`src/rtl/reg_bank_sp_shadow.sv`:
```
// Register bank with per-register shadow/active pairs. Software writes land in
// the shadow copy; shadowed registers reach the datapath (O_active) only when a
// transfer is requested, while direct registers update both copies at once.
module reg_bank_sp_shadow #(
    parameter int DATA_WIDTH = 8,
    parameter int NUM_REGS   = 4,
    parameter int ADDR_WIDTH = 2,
    parameter logic [NUM_REGS*DATA_WIDTH-1:0] DEFAULT_VALUES = '0,
    parameter logic [NUM_REGS-1:0]            SHADOW_MASK    = '1
) (
    input  logic                           I_clk,
    input  logic                           I_reset,
    input  logic                           I_enable,
    input  logic                           I_wen,
    input  logic [ADDR_WIDTH-1:0]          I_addr,
    input  logic [DATA_WIDTH-1:0]          I_din,
    input  logic                           I_transfer,
    output logic [DATA_WIDTH-1:0]          O_dout,
    output logic                           O_rvalid,
    output logic [NUM_REGS*DATA_WIDTH-1:0] O_active,
    output logic                           O_pending,
    output logic                           O_xfer_done
);

    localparam logic [0:0] StIdle = 1'b0;
    localparam logic [0:0] StXfer = 1'b1;

    logic [DATA_WIDTH-1:0] shadow_q [NUM_REGS];
    logic [DATA_WIDTH-1:0] shadow_d [NUM_REGS];
    logic [DATA_WIDTH-1:0] active_q [NUM_REGS];
    logic [DATA_WIDTH-1:0] active_d [NUM_REGS];

    logic [0:0]            state_q, state_d;
    logic                  pending_q, pending_d;
    logic                  xfer_done_q, xfer_done_d;
    logic [DATA_WIDTH-1:0] dout_q, dout_d;
    logic                  rvalid_q, rvalid_d;

    logic [31:0]           addr_ext;
    logic                  addr_ok;
    logic                  wr_en;
    logic                  rd_en;
    logic [DATA_WIDTH-1:0] rd_data;

    assign addr_ext = 32'(I_addr);
    assign addr_ok  = addr_ext < 32'(NUM_REGS);
    assign wr_en    = I_enable && I_wen && addr_ok;
    assign rd_en    = I_enable && !I_wen;

    // Read mux over the shadow copies; out-of-range addresses read as zero.
    always_comb begin
        rd_data = '0;
        for (int k = 0; k < NUM_REGS; k++) begin
            if (addr_ext == 32'(k)) begin
                rd_data = shadow_q[k];
            end
        end
    end

    // Next-state of the register pairs. The copy in XFER uses shadow_d so that a
    // write in that same cycle is forwarded into the active value.
    always_comb begin
        for (int k = 0; k < NUM_REGS; k++) begin
            shadow_d[k] = shadow_q[k];
            active_d[k] = active_q[k];
            if (wr_en && (addr_ext == 32'(k))) begin
                shadow_d[k] = I_din;
            end
            if (!SHADOW_MASK[k]) begin
                active_d[k] = shadow_d[k];
            end else if (state_q == StXfer) begin
                active_d[k] = shadow_d[k];
            end
        end
    end

    // Pending flag, transfer FSM and registered read port.
    always_comb begin
        pending_d   = pending_q;
        state_d     = state_q;
        xfer_done_d = 1'b0;
        dout_d      = dout_q;
        rvalid_d    = 1'b0;

        if (state_q == StXfer) begin
            // Any write this cycle is already folded into the copy.
            pending_d   = 1'b0;
            xfer_done_d = 1'b1;
            state_d     = StIdle;
        end else begin
            if (wr_en) begin
                for (int k = 0; k < NUM_REGS; k++) begin
                    if ((addr_ext == 32'(k)) && SHADOW_MASK[k]) begin
                        pending_d = 1'b1;
                    end
                end
            end
            if (I_transfer) begin
                state_d = StXfer;
            end
        end

        if (rd_en) begin
            dout_d   = rd_data;
            rvalid_d = 1'b1;
        end
    end

    // State registers with synchronous reset taking priority over everything.
    always_ff @(posedge I_clk) begin
        if (I_reset) begin
            for (int k = 0; k < NUM_REGS; k++) begin
                shadow_q[k] <= DEFAULT_VALUES[k*DATA_WIDTH +: DATA_WIDTH];
                active_q[k] <= DEFAULT_VALUES[k*DATA_WIDTH +: DATA_WIDTH];
            end
            state_q     <= StIdle;
            pending_q   <= 1'b0;
            xfer_done_q <= 1'b0;
            dout_q      <= '0;
            rvalid_q    <= 1'b0;
        end else begin
            for (int k = 0; k < NUM_REGS; k++) begin
                shadow_q[k] <= shadow_d[k];
                active_q[k] <= active_d[k];
            end
            state_q     <= state_d;
            pending_q   <= pending_d;
            xfer_done_q <= xfer_done_d;
            dout_q      <= dout_d;
            rvalid_q    <= rvalid_d;
        end
    end

    // Pack active values straight from flops so O_active cannot glitch.
    always_comb begin
        O_active = '0;
        for (int k = 0; k < NUM_REGS; k++) begin
            O_active[k*DATA_WIDTH +: DATA_WIDTH] = active_q[k];
        end
    end

    assign O_dout      = dout_q;
    assign O_rvalid    = rvalid_q;
    assign O_pending   = pending_q;
    assign O_xfer_done = xfer_done_q;

endmodule

```
`config.mk`:
```
export PLATFORM = sky130hd
export DESIGN_NAME = reg_bank_sp_shadow
export DESIGN_NICKNAME = d
export VERILOG_FILES = /design/src/rtl/reg_bank_sp_shadow.sv
export SDC_FILE = /design/constraint.sdc
export NUM_CORES = 1
export LEC_CHECK = 0
export ABC_AREA = 1
export BUFFER_PORTS_ARGS = -buffer_cell sky130_fd_sc_hd__buf_4
export CAP_MARGIN = 25
export CORE_ASPECT_RATIO = 0.6
export CORE_UTILIZATION = 33
export CTS_CLUSTER_SIZE = 40
export DETAILED_ROUTE_END_ITERATION = 16
export PLACE_DENSITY = 0.57
export SETUP_SLACK_MARGIN = 0.4
export SYNTH_ARGS = -nofsm -noshare
export SYNTH_HDL_FRONTEND = slang
export SYNTH_SLANG_ARGS = --single-unit
```
`constraint.sdc`:
```
create_clock -name I_clk -period 1.2 [get_ports I_clk]
set_input_delay 0.24 -clock I_clk [delete_from_list [all_inputs] [get_ports I_clk]]
set_output_delay 0.24 -clock I_clk [all_outputs]
set_load 0.005 [all_outputs]
```
==> flow_summary.yaml <==
setup_path:
  critPathRequiredTime_ps: 960
  cp-end-kind: "output pin"
  slowest_stage: "dfxtp_4"
  worst-path-max-fanout: 2
  cp-startpoint: "active_q[0][13]$_SDFFE_PP0P_"
  cp_top_family: "flip-flops"
  r2r_start: "state_q$_SDFF_PP0_"
  critPathBufInv: 1
  crit_arrival_ps: 820
  path_class: "reg -> out"
  cp_cell_sequence: "buf_6"
  cp-start-kind: "flip-flop"
  cpPeakStageDelay_ps: 360
layout:
  instances_no_fill: 614
  fin_area_mm2: 0.00511
  fillerInstances: 812
  antenna_cells: 0
  syn2layout_area_growth_pct: 63.2
  drive_gt1_frac: 0.519
  nets: 498
synth:
  ys_warn_count: 0
  ys_types: 20
  synth_xor_xnor_area_share: 0
  synth_cells: 393
  synthMuxAreaShare: 0
  syn_area_mm2: 0.00313
  mappedNetlistNets: 412
  synthSimpleGateAreaFrac: 0.218
  syn_area_per_cell_um2: 7.97
  synth_edf_count: 0
  synth_fa_ha_area_frac: 0.0160
  synth_top_family_by_area: "simple AND/OR/NAND/NOR gates"
  synth_ff_type: "dfxtp_1"
  synth_compound_area_frac: 0.190
  ys_seq_elements: 76
  ys_seq_area_frac: 0.486
  synthArstFlopShare: 0
floorplan:
  core_mm2: 0.00919
  die_x_um: 128
  die_area_mm2: 0.00990
  fp.dieH_um: 77.5
  row_count: 27
  start_util: 0.341
  io-pin-count: 58
cts:
  clk_latency_ps: 340
  cts-htree-levels: 3
  cts.sinks: 76
  cts_hold_buf: 0
  numCtsBuffers: 9
  clkSlewWorstSetupHoldPaths_ps: 50
  root_buffer: "clkbuf_16"
  tritoncts: "built"
  clockBufferDepth: 2
timing:
  worstMarginPinSlew_ps: 479
  setup_viol: 0
  fin_ws_ps: 144
  fmax_mhz: 947
  slew_headroom: 0.681
  fin_crit_ps: 1060
  min_period_over_period: 0.880
  rsz0062_at_grt: "yes"
  fin_skew_ps: 5.06
  hold_viol_final: 0
  tns_ps: 0
  slew_violations: 0
run:
  max_cap_viol_count: 0
route:
  drc: 0
  ant_nets: 0
  wl_per_cell_um: 16.4
  drtIter0Drc: 144
  via_per_inst: 4.72
  vias: 2899
  wirelength_mm: 10.0
  firstDrtPassIters: 4
global_route:
  antenna_found_initial: 0
  gr-total-overflow: 0
  grt_pass1_vias: 2848
  grt_max_degree: 42
  grt_pass1_wl_mm: 15.1
  gr-usage-all-layers: 0.207
placed_design:
  placedCellCount: 570
  dp_slack_ps: -133
  hpwl_mm: 5.91
  place_congestion: 0.817
  port_buffers: 57
  placed_cell_area_mm2: 0.00388
power_and_ir_drop:
  p_leak_nw: 2.11
  irDropWorstVdd_uv: 670
  powerDensity_mw_per_mm2: 1220
worst_hold_path:
  hp-start: "I_reset"
  min_path_type: "in -> reg"
run_status:
  outcome: "completed"
routing by layer:
layer	global-route usage	part of all wire
met1	0.297	0.51
met2	0.296	0.42
met3	0.0641	0.051
met4	0.0529	0.014
met5	0	0
power breakdown:
part / internal, W / switching (W) / total (W)
Clock: 0.00173 / 0.00102 / 0.00274
Sequential: 0.00260 / 0.0000535 / 0.00266
Combinational: 0.000378 / 0.000484 / 0.000862
Total: 0.00471 / 0.00155 / 0.00626
cell families after synthesis:
family / after synthesis
AOI/OAI and AO/OA: 89
and+or+nand+nor: 162
buffers and inverters: 62
DFF: 76
adders and majority gates: 4
cell usage after synthesis, types with 4 or more instances:
master,count,area share
a21oi_1,24,0.038
buf_2,13,0.021
buf_6,4,0.014
dfxtp_1,76,0.49
ha_1,4,0.016
inv_1,37,0.044
nand2_1,104,0.12
nand2_2,10,0.020
nand2_4,4,0.014
nand3_1,8,0.013
nor2_1,33,0.040
o21ai_1,23,0.037
o21ai_2,40,0.11
repair_timing:
item,CTS,global route
cloned,5,1
gates resized for setup,129,42
setup endpoints to repair,116,110
setup buffers,9,13
pin swaps,24,9
stage by stage:
| stage | utilization | total power, W | hold slack [ps] |
|---|---|---|---|
| after floorplan | - | 0.00306 | 376 |
| after global placement | 0.422 | 0.00328 | 447 |
| after detailed placement | 0.422 | 0.00329 | 452 |
| after CTS | 0.518 | 0.00618 | 114 |
| after global routing | 0.557 | 0.00648 | 133 |
| final | 0.557 | 0.00626 | 121 |
final cells by class:
cell class,instances,area (um^2),area share
clock buffer,15,268,0.0524
clock inverter,1,30.0,0.00587
inverter,41,205,0.0401
multi-input combinational,258,1810,0.354
sequential,76,1590,0.310
tap,130,163,0.0318
timing repair buffer,93,1050,0.206
path summary, 6_finish.rpt:
check | to | slack, ps | depth (start not counted)
worst max-delay path | O_active[13] | 140 | 1
worst min-delay path | state_q$_SDFF_PP0_ | 120 | 2
worst max register to register | active_q[0][28]$_SDFFE_PP0P_ | 190 | 5
worst min register to register | state_q$_SDFF_PP0_ | 460 | 1
worst register-to-register path, stage by stage, from the launching register on:
cell and delay [ps]:
dfxtp_4 370, inv_2 40, nor2_4 100, inv_4 90, clkbuf_16 190, o21ai_1 140
sequential cells by signal (all words and copies together) (netlist names):
name	count
O_dout	8
O_pending	1
O_rvalid	1
O_xfer_done	1
active_q	32
shadow_q	32
state_q	1
cell usage in the layout (no fill, tap or decap), types with 3 or more instances in the layout:
| cell type | netlist | routed |
|---|---|---|
| nand2_1 | 104 | 83 |
| buf_6 | 4 | 47 |
| dfxtp_2 | 0 | 42 |
| inv_1 | 37 | 34 |
| nor2_1 | 33 | 33 |
| buf_4 | 0 | 33 |
| dfxtp_1 | 76 | 31 |
| o21ai_4 | 0 | 24 |
| nand2_2 | 10 | 21 |
| o21ai_2 | 40 | 21 |
| o21ai_1 | 23 | 20 |
| a21oi_1 | 24 | 19 |
| nand2_4 | 4 | 10 |
| clkbuf_16 | 0 | 10 |
| buf_12 | 0 | 9 |
| nand3_1 | 8 | 8 |
| nand2_8 | 0 | 7 |
| a21oi_2 | 0 | 4 |
| ha_4 | 0 | 4 |
| clkbuf_1 | 3 | 4 |
| dfxtp_4 | 0 | 3 |
No activity file was read; power rests on OpenSTA's default activity.
